**src/rtl/branch_rs_age_pkg.sv**
```systemverilog
// rv32i_types: opcodes and record types for the age-ordered branch reservation station.
// Prediction fields are present only when BRANCH_RS_PREDICT_EN is defined.
package rv32i_types;
  localparam int RS_W = 3;
  localparam int ROB_W = 3;
  localparam logic [6:0] OP_JAL = 7'b1101111;
  localparam logic [6:0] OP_JALR = 7'b1100111;
  localparam logic [6:0] OP_BR = 7'b1100011;
  typedef struct packed {
    logic busy;
    logic [6:0] opcode;
    logic [2:0] funct3;
    logic [31:0] imm;
    logic [31:0] pc;
    logic rs1_ready;
    logic [31:0] rs1_v;
    logic [ROB_W-1:0] rs1_rob;
    logic rs2_ready;
    logic [31:0] rs2_v;
    logic [ROB_W-1:0] rs2_rob;
    logic [ROB_W-1:0] target_rob;
`ifdef BRANCH_RS_PREDICT_EN
    logic pred_take;
    logic [31:0] pred_pc;
`endif
  } branch_rs_entry_t;
  typedef struct packed {
    logic valid;
    logic take;
    logic [31:0] target_pc;
    logic [31:0] v;
    logic [ROB_W-1:0] rob;
`ifdef BRANCH_RS_PREDICT_EN
    logic mispredict;
`endif
  } branch_result_t;
endpackage

```
**src/rtl/branch_rs_age_select.sv**
```systemverilog
// branch_rs_age_select: combinational pick of the ready entry closest to the ROB head.
module branch_rs_age_select #(
  parameter int DEPTH = 3,
  parameter int ROB_DEPTH = 3
) (
  input  logic [2**DEPTH-1:0]                ready,
  input  logic [2**DEPTH-1:0][ROB_DEPTH-1:0] tags,
  input  logic [ROB_DEPTH-1:0]               rob_head,
  output logic [DEPTH-1:0]                   idx,
  output logic                               found
);
  logic [ROB_DEPTH-1:0] best, age;
  always_comb begin
    idx = '0;
    found = 1'b0;
    best = '0;
    age = '0;
    for (int i = 0; i < 2**DEPTH; i++) begin
      age = tags[i] - rob_head;
      if (ready[i] && (!found || age < best)) begin
        idx = DEPTH'(i);
        found = 1'b1;
        best = age;
      end
    end
  end
endmodule

```
**src/rtl/cmp.sv**
```systemverilog
// cmp: RV32I branch condition evaluator selected by funct3.
module cmp (
  input  logic [2:0]  funct3,
  input  logic [31:0] a,
  input  logic [31:0] b,
  output logic        br_en
);
  always_comb
    case (funct3)
      3'b000:  br_en = a == b;
      3'b001:  br_en = a != b;
      3'b100:  br_en = $signed(a) < $signed(b);
      3'b101:  br_en = $signed(a) >= $signed(b);
      3'b110:  br_en = a < b;
      3'b111:  br_en = a >= b;
      default: br_en = 1'b0;
    endcase
endmodule

```
**src/rtl/branch_rs_age.sv**
```systemverilog
// branch_rs_age: branch/jump reservation station with oldest-first select and a registered execute stage.
// Define BRANCH_RS_PREDICT_EN to carry a per-entry prediction and emit cdb_branch_mispredict.
module branch_rs_age import rv32i_types::*; #(
  parameter int BRANCH_RS_DEPTH = RS_W,
  parameter int ROB_DEPTH = ROB_W,
  parameter int CDB_SIZE = 3
) (
  input  logic                               clk,
  input  logic                               rst,
  input  logic                               move_flush,
  input  logic                               branch_rs_issue,
  output logic                               branch_rs_full,
  output logic [BRANCH_RS_DEPTH:0]           branch_rs_free_cnt,
  input  logic [ROB_DEPTH-1:0]               rob_head,
  input  logic [6:0]                         issue_opcode,
  input  logic [2:0]                         issue_funct3,
  input  logic [31:0]                        issue_imm,
  input  logic [31:0]                        issue_pc,
  input  logic [ROB_DEPTH-1:0]               issue_target_rob,
  input  logic                               issue_rs1_regfile_ready,
  input  logic [31:0]                        issue_rs1_regfile_v,
  input  logic [ROB_DEPTH-1:0]               issue_rs1_regfile_rob,
  input  logic                               issue_rs2_regfile_ready,
  input  logic [31:0]                        issue_rs2_regfile_v,
  input  logic [ROB_DEPTH-1:0]               issue_rs2_regfile_rob,
  input  logic                               issue_rs1_rob_ready,
  input  logic [31:0]                        issue_rs1_rob_v,
  input  logic                               issue_rs2_rob_ready,
  input  logic [31:0]                        issue_rs2_rob_v,
`ifdef BRANCH_RS_PREDICT_EN
  input  logic                               issue_pred_take,
  input  logic [31:0]                        issue_pred_pc,
  output logic                               cdb_branch_mispredict,
`endif
  input  logic [CDB_SIZE-1:0]                cdb_valid,
  input  logic [CDB_SIZE-1:0][ROB_DEPTH-1:0] cdb_rob,
  input  logic [CDB_SIZE-1:0][31:0]          cdb_rd_v,
  input  logic                               cdb_branch_rs_ready,
  output logic                               cdb_branch_rs_valid,
  output logic [31:0]                        cdb_branch_rs_v,
  output logic [ROB_DEPTH-1:0]               cdb_branch_rs_rob,
  output logic                               cdb_branch_take,
  output logic [31:0]                        cdb_branch_target_pc
);
  localparam int N = 2**BRANCH_RS_DEPTH;
  branch_rs_entry_t rs [N];
  branch_rs_entry_t ne, pe;
  branch_result_t ex, res;
  logic [N-1:0] ready;
  logic [N-1:0][ROB_DEPTH-1:0] tags;
  logic [BRANCH_RS_DEPTH-1:0] alloc_idx, pick_idx;
  logic found, pick, br_en, w1, w2;
  always_comb begin
    alloc_idx = '0;
    branch_rs_free_cnt = '0;
    for (int i = N-1; i >= 0; i--) begin
      ready[i] = rs[i].busy && rs[i].rs1_ready && rs[i].rs2_ready;
      tags[i] = rs[i].target_rob;
      if (!rs[i].busy) begin
        alloc_idx = BRANCH_RS_DEPTH'(i);
        branch_rs_free_cnt = branch_rs_free_cnt + (BRANCH_RS_DEPTH+1)'(1);
      end
    end
  end
  assign branch_rs_full = branch_rs_free_cnt == '0;
  // Operand capture order: regfile, ROB, then a same-cycle CDB bypass (highest channel wins).
  always_comb begin
    ne = '0;
    ne.busy = 1'b1;
    ne.opcode = issue_opcode;
    ne.funct3 = issue_funct3;
    ne.imm = issue_imm;
    ne.pc = issue_pc;
    ne.target_rob = issue_target_rob;
    ne.rs1_rob = issue_rs1_regfile_rob;
    ne.rs2_rob = issue_rs2_regfile_rob;
    ne.rs1_ready = issue_opcode == OP_JAL || issue_rs1_regfile_ready || issue_rs1_rob_ready;
    ne.rs2_ready = issue_opcode != OP_BR || issue_rs2_regfile_ready || issue_rs2_rob_ready;
    ne.rs1_v = issue_rs1_regfile_ready ? issue_rs1_regfile_v : issue_rs1_rob_v;
    ne.rs2_v = issue_rs2_regfile_ready ? issue_rs2_regfile_v : issue_rs2_rob_v;
`ifdef BRANCH_RS_PREDICT_EN
    ne.pred_take = issue_pred_take;
    ne.pred_pc = issue_pred_pc;
`endif
    w1 = !ne.rs1_ready;
    w2 = !ne.rs2_ready;
    for (int c = 0; c < CDB_SIZE; c++) begin
      if (w1 && cdb_valid[c] && cdb_rob[c] == issue_rs1_regfile_rob) begin
        ne.rs1_ready = 1'b1;
        ne.rs1_v = cdb_rd_v[c];
      end
      if (w2 && cdb_valid[c] && cdb_rob[c] == issue_rs2_regfile_rob) begin
        ne.rs2_ready = 1'b1;
        ne.rs2_v = cdb_rd_v[c];
      end
    end
  end
  branch_rs_age_select #(.DEPTH(BRANCH_RS_DEPTH), .ROB_DEPTH(ROB_DEPTH)) u_select (
    .ready(ready), .tags(tags), .rob_head(rob_head), .idx(pick_idx), .found(found)
  );
  assign pick = found && (!ex.valid || cdb_branch_rs_ready);
  assign pe = rs[pick_idx];
  cmp u_cmp (.funct3(pe.funct3), .a(pe.rs1_v), .b(pe.rs2_v), .br_en(br_en));
  always_comb begin
    res = '0;
    res.valid = 1'b1;
    res.rob = pe.target_rob;
    res.take = pe.opcode == OP_JAL || pe.opcode == OP_JALR || br_en;
    res.target_pc = pe.opcode == OP_JALR ? (pe.rs1_v + pe.imm) & ~32'h1 :
                    res.take ? pe.pc + pe.imm : pe.pc + 32'd4;
    res.v = pe.opcode == OP_BR ? 32'd0 : pe.pc + 32'd4;
`ifdef BRANCH_RS_PREDICT_EN
    res.mispredict = res.take != pe.pred_take || (res.take && res.target_pc != pe.pred_pc);
`endif
  end
  always_ff @(posedge clk) begin
    if (rst || move_flush) begin
      for (int i = 0; i < N; i++) rs[i] <= '0;
      ex <= '0;
    end else begin
      for (int i = 0; i < N; i++)
        if (rs[i].busy)
          for (int c = 0; c < CDB_SIZE; c++) begin
            if (cdb_valid[c] && !rs[i].rs1_ready && cdb_rob[c] == rs[i].rs1_rob) begin
              rs[i].rs1_ready <= 1'b1;
              rs[i].rs1_v <= cdb_rd_v[c];
            end
            if (cdb_valid[c] && !rs[i].rs2_ready && cdb_rob[c] == rs[i].rs2_rob) begin
              rs[i].rs2_ready <= 1'b1;
              rs[i].rs2_v <= cdb_rd_v[c];
            end
          end
      if (pick) rs[pick_idx].busy <= 1'b0;
      if (branch_rs_issue && !branch_rs_full) rs[alloc_idx] <= ne;
      if (pick) ex <= res;
      else if (ex.valid && cdb_branch_rs_ready) ex <= '0;
    end
  end
  assign cdb_branch_rs_valid = ex.valid;
  assign cdb_branch_rs_v = ex.v;
  assign cdb_branch_rs_rob = ex.rob;
  assign cdb_branch_take = ex.take;
  assign cdb_branch_target_pc = ex.target_pc;
`ifdef BRANCH_RS_PREDICT_EN
  assign cdb_branch_mispredict = ex.mispredict;
`endif
endmodule
```
**config.mk**
```make
export PLATFORM = sky130hd
export DESIGN_NAME = branch_rs_age
export DESIGN_NICKNAME = d
export VERILOG_FILES = /design/src/rtl/branch_rs_age_pkg.sv /design/src/rtl/branch_rs_age_select.sv /design/src/rtl/cmp.sv /design/src/rtl/branch_rs_age.sv
export SDC_FILE = /design/constraint.sdc
export NUM_CORES = 2
export LEC_CHECK = 0
export BUFFER_PORTS_ARGS = -buffer_cell sky130_fd_sc_hd__buf_4
export CAP_MARGIN = 10
export CORE_UTILIZATION = 35
export CTS_BUF_LIST = sky130_fd_sc_hd__clkbuf_2 sky130_fd_sc_hd__clkbuf_4 sky130_fd_sc_hd__clkbuf_8
export DETAILED_ROUTE_END_ITERATION = 16
export HOLD_SLACK_MARGIN = 0.02
export SLEW_MARGIN = 20
export SYNTH_ARGS = -nofsm -noshare
export SYNTH_HDL_FRONTEND = slang
export SYNTH_SLANG_ARGS = --single-unit
```
**constraint.sdc**
```tcl
create_clock -name clk -period 22.2 [get_ports clk]
set_input_delay 4.44 -clock clk [delete_from_list [all_inputs] [get_ports clk]]
set_output_delay 4.44 -clock clk [all_outputs]
set_load 0.03 [all_outputs]
```
# After elaboration in Yosys (flattened, before gate mapping)
# Memory sizes are Yosys's and may differ from the RTL's.
# Index checks and enable logic that the tools add are counted.
[totals]
ff_bits = 69
latch_bits = 0
mem_bits_rw = 1200
rom_bits = 0
inputBits = 331
out_inout_bits = 74
mem_count = 1
[classes]
n_addsub = 18
n_mul = 0
div_mod_pow = 0
magnitude_cmp = 11
eq_ne = 66
shift = 0
mux = 348
n_bitwise = 96
reduce_logical = 179
[memory_table]
columns = ["memory", "depth", "width", "read_ports", "rd_clocked_by_memory_dff", "write_ports", "line_no", "rtl"]
rows = [
  ["rs", 8, 150, 9, 0, 10, "branch_rs_age.sv:46", "branch_rs_entry_t rs [N];"],
]
[op_table]
columns = ["cell", "n"]
rows = [
  ["$mux 32", 53],
  ["$mux 1", 258],
  ["$mux 33", 6],
  ["$eq 3x3->1", 54],
  ["$mux 69", 2],
  ["$logic_and 1x1->1", 134],
  ["$or 1x1->1", 96],
  ["$add 32x32->32", 2],
  ["$ge 32x32->1", 2],
  ["$lt 32x32->1", 2],
  ["$mux 3", 19],
  ["$add 32x3->32 const B", 1],
  ["$eq 32x32->1", 1],
  ["$ne 32x32->1", 1],
  ["$add 4x1->4 const B", 7],
  ["$eq 7x7->1 const B", 4],
  ["$mux 4", 7],
  ["$logic_not 1->1", 27],
  ["$sub 3x3->3", 8],
  ["$lt 3x3->1", 7],
  ["$logic_or 1x1->1", 15],
  ["$eq 3x3->1 const B", 4],
  ["$ne 7x7->1 const B", 1],
  ["$pmux 1 s6", 1],
  ["other kinds (5)", 6],
]

# Depth between registers and ports, before layout
# An unclocked memory read counts as a cell.
[logic_depth]
word_depth = 39
depth_mapped = 91
mapped_depth_nobuf = 78

# Hierarchy
# Synthesis repeated with hierarchy kept, for this count alone.
[unflattened]
hier_cells = 7641
hier_area_um2 = 77702.0
[by_module_without_submodules]
columns = ["mod", "n_inst", "cells_each", "area_each_um2"]
rows = [
  ["branch_rs_age", 1, 7322, 75311.0],
  ["branch_rs_age_select", 1, 189, 1435.1],
  ["cmp", 1, 130, 955.9],
]

# Least setup slack after synthesis
# No wires, ideal clock.
[synth_timing]
kind = "input port to flip-flop"
from = "input port rob_head[1]"
to = "register ex, in the netlist cdb_branch_target_pc[30]"
setup_ps = 122
arrival_time_ps = 20127
required_time_ps = 22078
path_slack_ps = 1951
cell_stages = 80
path_buffers = 12
path_cell_list = "inv_1 -> fa_1 -> xnor2_1 -> nand2_1 -> ha_1 -> a21oi_1 -> o21ai_0 -> nor2b_1 -> a31oi_1 -> ha_1 -> a21oi_1 -> a21oi_1 -> nor2_1 -> nand2_1 -> o21ai_0 -> ha_1 -> a21oi_1 -> nand3_1 -> [44 not listed] -> ha_1 -> nor2b_1 -> o21ai_0 -> a21boi_0 -> o21ai_0 -> a21oi_1 -> o21ai_0 -> a21oi_1 -> o41ai_1 -> o211ai_1 -> a311oi_1 -> o21ai_0 -> a41oi_1 -> o21ai_0 -> a21oi_1 -> xor2_1 -> o22ai_1 -> a221o_1"
[synth_via]
elab_chain_len = 37
[synth_rtl]
columns = ["element", "line_no", "rtl"]
rows = [
  ["from (decl)", "branch_rs_age.sv:14", "input logic [ROB_DEPTH-1:0] rob_head,"],
  ["$sub 3x3->3", "branch_rs_age_select.sv:19", "age = tags[i] - rob_head;"],
  ["$mux 3", "branch_rs_age_select.sv:20", "if (ready[i] && (!found || age < best)) begin"],
  ["$lt 3x3->1", "branch_rs_age_select.sv:20", ""],
  ["$logic_or 1x1->1", "branch_rs_age_select.sv:20", ""],
  ["$logic_and 1x1->1", "branch_rs_age_select.sv:20", ""],
  ["$mux 3 / $mux 1 (equally long branches)", "branch_rs_age_select.sv:20", ""],
  ["$lt 3x3->1 / $logic_not 1->1 (equally long branches)", "branch_rs_age_select.sv:20", ""],
  ["$logic_or 1x1->1", "branch_rs_age_select.sv:20", ""],
  ["[21 not listed]", "n/a", ""],
  ["$mux 3", "branch_rs_age_select.sv:20", ""],
  ["$mem_v2 8x150", "n/a", ""],
  ["$ge 32x32->1 (tied with other cells)", "cmp.sv:15", "3'b111: br_en = a >= b;"],
  ["$pmux 1 s6 / $logic_or 1x1->1 (equally long branches)", "cmp.sv:9, branch_rs_age.sv:108", ""],
  ["$logic_or 1x1->1", "branch_rs_age.sv:108", "res.take = pe.opcode == OP_JAL || pe.opcode == OP_JALR || br_en;"],
  ["$mux 32", "branch_rs_age.sv:110", "res.take ? pe.pc + pe.imm : pe.pc + 32'd4;"],
  ["$mux 32", "branch_rs_age.sv:109", "res.target_pc = pe.opcode == OP_JALR ? (pe.rs1_v + pe.imm) & ~32'h1 :"],
  ["$mux 69", "branch_rs_age.sv:135", "if (pick) ex <= res;"],
  ["to (signal assigned)", "branch_rs_age.sv:135", ""],
  ["to (decl)", "branch_rs_age.sv:48", "branch_result_t ex, res;"],
]
# Several ways; a longest one is shown, not always the timed one.
# A chain may end at the register's enable or synchronous reset.

# Final worst setup path
[layout_timing]
from = "input port rob_head[1]"
to = "register ex, in the netlist cdb_branch_target_pc[21]"
# Same word-level chain as after synthesis.

==> impl_results.md <==
* Status: finished clean
* Hold Crit Depth at 2
* Post-route minimum period at 20.09 ns
* Hold WC Path Type: flip-flop to flip-flop
* Worst-Skew Late Latency at 0.99 ns
* Root buffer cell: clkbuf_8
* Tot GR Track Use at 29.8%
* Post-synth net total at 8506
* Syn_area_per_cell at 9.69 um2
* NetSw at 1.54 mW
* Slowest stage cell on the critical path: a21oi_1
* Synth area leader: edfxtp_1
* FF-to-FF End: cdb_branch_target_pc[21]$_SDFFE_PN0P_
* Distinct cells, synth at 99
* Max-Cap Viols at 0
* Leakage at between 30 and 40 nW
* RSZ-0062 raised after global routing: no
* Iteration count of the initial detailed-routing pass at 9
* Critical path launch point type: primary input
* Synth Area in Compound Gates at 19.2%
* Synth warn at 0
* GPL Wtd Cong at ~0.93
* Setup TNS at 0 ns
* Synth Instances at ~8000
* Layout area overhead at 12.3%
* Worst Max-Slew Pin Slew at between 1 and 1.5 ns
* Async S/R FF share, synth at 0%
* Worst EP required at 23.06 ns
* Synth top area cells: edfxtp_1, mux2i_1, and3_1, nand2_1, a21oi_1
* Routed Antenna Nets at 0
* Number of remaining DRC errors at 0
* Post-synth top area share at around 46%
* Fill cells at about 22000
* WP data arrival at 20.94 ns
* Grt ovf at 0
* CTS tree: done
* Routed vias/inst at about 6.5
* DR vias at a little over 70000
* WL final at roughly 350 mm
* Fraction of the yosys area taken by sequential cells at roughly 48%
* Mapped cell area at around 78000 um2
* Fraction of layout instances using a drive strength above 1 at 13.8%
* DP Wirelength at around 210 mm
* Final Cycle Share at ~90%
* Crit-path max cell delay at roughly 0.72 ns
* Total chip power at 5.55 mW
* CTS max path bufs at 3
* Post-synthesis xor/xnor area fraction at between 2 and 3%
* # IOs at just over 400
* P_int at ~4 mW
* Area occupied by multi-input gates at about 37000 um2
* Post-CTS sizing at 0
* Largest net degree at the start of global routing at between 150 and 200
* Worst Hold Path EP: cdb_branch_rs_v[10]$_SDFFE_PN0P_
* Clock Sinks at about 1300
* DIE AREA at around 220000 um2
* Net Sw Frac at around 28%
* Register area at ~37000 um2
* EDFF count, synth at between 1000 and 1500
* Nets at between 8000 and 9000
* Pwr dens at 63.5 nW/um2
* Initial Util at between 30% and 40%
* Antenna violations before repair at 38
* First-pass GRT wire length at between 400 and 500 mm
* Setup Skew at ~0.052 ns
* Core region area at 220000 um2
* Reg clk slew, reported paths at around 0.06 ns
* Slack of the worst reg-to-reg path at approximately 5.3 ns
* Yosys reg bits at roughly 1300
* WS Path Type: primary input to flip-flop
* CP Capture Type: flip-flop
* HP Start: cdb_branch_rs_v[10]$_SDFFE_PN0P_
* Most common flop cell mapped by yosys: edfxtp_1
* Fmax at roughly 50 MHz
* Sequential share of power at 49.9%
* Post-synthesis simple-gate area fraction at between 10% and 20%
* R2R Path Start: rs[0][0]$_SDFFCE_PN0P_
* # setup viols final at 0
* Iteration-0 DRC count of the detailed router at ~11000
* Synth Area in Adders at 2.25%
* Port bufs at around 400
* Largest family of logic cells by synthesized area: compound AO/OA/AOI/OAI gates
* Max_slew headroom at a little under a fifth
* Max-slew violation count at 0
* Critical path launch point: rob_head[1]
* CP Max Fanout at 35
* Mux contribution to synthesized area at 6.35%
* Clock share of power at between 30% and 40%
* Final Hold Vio Count at 0
* Combinational share of power at 12.1%
* R2R cell count at just over 70
* H-tree Lvls at 4
* Wire length per cell at 31.3 um
* FP Rows at roughly 170
* Hold_buf cts at 0
* Num CTS Buffers at ~210
* DIE WIDTH at ~470 um
* Vias in the first global route at slightly below 70000
* Setup repair bufs after CTS at 0
* Overall die height at approximately 470 um
* Max VDD drop at roughly 45 uV
-- worst max path at each step --
stage / end / depth (start not counted)
finish: cdb_branch_target_pc[21]$_SDFFE_PN0P_ / 70
detailed placement: cdb_branch_target_pc[30]$_SDFFE_PN0P_ / 72
CTS: cdb_branch_target_pc[30]$_SDFFE_PN0P_ / 72
global placement: cdb_branch_target_pc[6]$_SDFFE_PN0P_ / 71
global route: cdb_branch_target_pc[30]$_SDFFE_PN0P_ / 72
floorplan: cdb_branch_target_pc[30]$_SDFFE_PN0P_ / 80
-- registers in the layout, indices dropped and copies added (netlist names) --
signal / cells
rs: 1200
cdb_branch_target_pc: 32
cdb_branch_rs_v: 32
cdb_branch_take: 1
cdb_branch_rs_rob: 3
cdb_branch_rs_valid: 1
-- routing by layer --
layer	wire [um]	GRT usage, %
met3	47700	9.22
met1	132000	39.0
met4	18800	15.0
met2	148000	44.0
met5	408	0.368
-- critical path, delay by kind of cell --
| kind | cells | cell delay [ns] |
|---|---|---|
| AOI/OAI and AO/OA | 34 | 8.64 |
| and+or+nand+nor | 20 | 3.27 |
| adders and majority gates | 9 | 2.99 |
| buffers and inverters | 4 | 0.80 |
| muxes | 2 | 0.48 |
| xor gates and xnor gates | 1 | 0.23 |
-- layout make-up --
type | count | area share, %
Inverter | 67 | 0.288
Timing Repair Buffer | 598 | 5.26
Clock buffer | 300 | 4.15
Sequential cell | 1269 | 42.7
Clock inverter | 79 | 0.518
Antenna cell | 21 | 0.0601
Multi-Input combinational cell | 5796 | 42.8
Tap cell | 2958 | 4.23
-- cell families after synthesis --
group           Yosys count
buf+inv                 976
flops                  1269
fa+ha+maj               134
compound gates         2231
xor+xnor                266
simple gates           2672
mux                     493
-- cells in the mapped netlist (all sizes together) (11+ instances only) --
cell type / count
a22oi: 102
ha: 124
a211oi: 32
edfxtp: 1192
and2: 14
clkbuf: 791
mux2i: 483
and3: 691
nor3: 120
o2111ai: 199
xnor2: 191
a31o: 34
dfxtp: 77
inv: 67
a22o: 35
buf: 118
a31oi: 12
nand2b: 24
a21boi: 11
o22ai: 156
or3: 32
nand4: 84
a221o: 115
o211ai: 84
o21ai: 448
nor2: 531
nor2b: 26
nor4: 27
nand3: 126
o21a: 20
xor2: 75
a222oi: 13
a21o: 37
nand2: 964
a21oi: 658
o221ai: 172
a32o: 19
-- power groups by stage --
stage	clock network [mW]	registers [mW]	logic (mW)
3_5_place_dp	0	2.82	0.647
4_1_cts	2.11	2.77	0.650
2_1_floorplan	0	2.81	0.383
5_1_grt	2.20	2.78	0.711
6_report	2.11	2.77	0.674
3_3_place_gp	0	2.82	0.639
-- through the flow --
step / std cells / area (um2) / hold slack [ns] / worst slack, ns / utilization (%)
3_5_place_dp: 10700 / 83300 / 0.451 / 1.24 / 37.8
6_report: 11100 / 87500 / 0.461 / 2.11 / 39.7
3_3_place_gp: 10700 / 83300 / 0.443 / 1.27 / 37.8
5_1_grt: 11100 / 87400 / 0.495 / 0.429 / 39.7
2_1_floorplan: 8041 / 77900 / 0.492 / 1.95 / -
4_1_cts: 11100 / 87400 / 0.465 / 2.29 / 39.7
-- placed cells by master (no fill, tap or decap), types with 198 or more instances in the layout --
master	instances
a21oi_1	651
and3_1	690
buf_4	589
clkbuf_8	220
edfxtp_1	1192
mux2i_1	483
nand2_1	942
nor2_1	514
o2111ai_1	198
o21ai_0	436
Power figures use the tool's default switching activity.
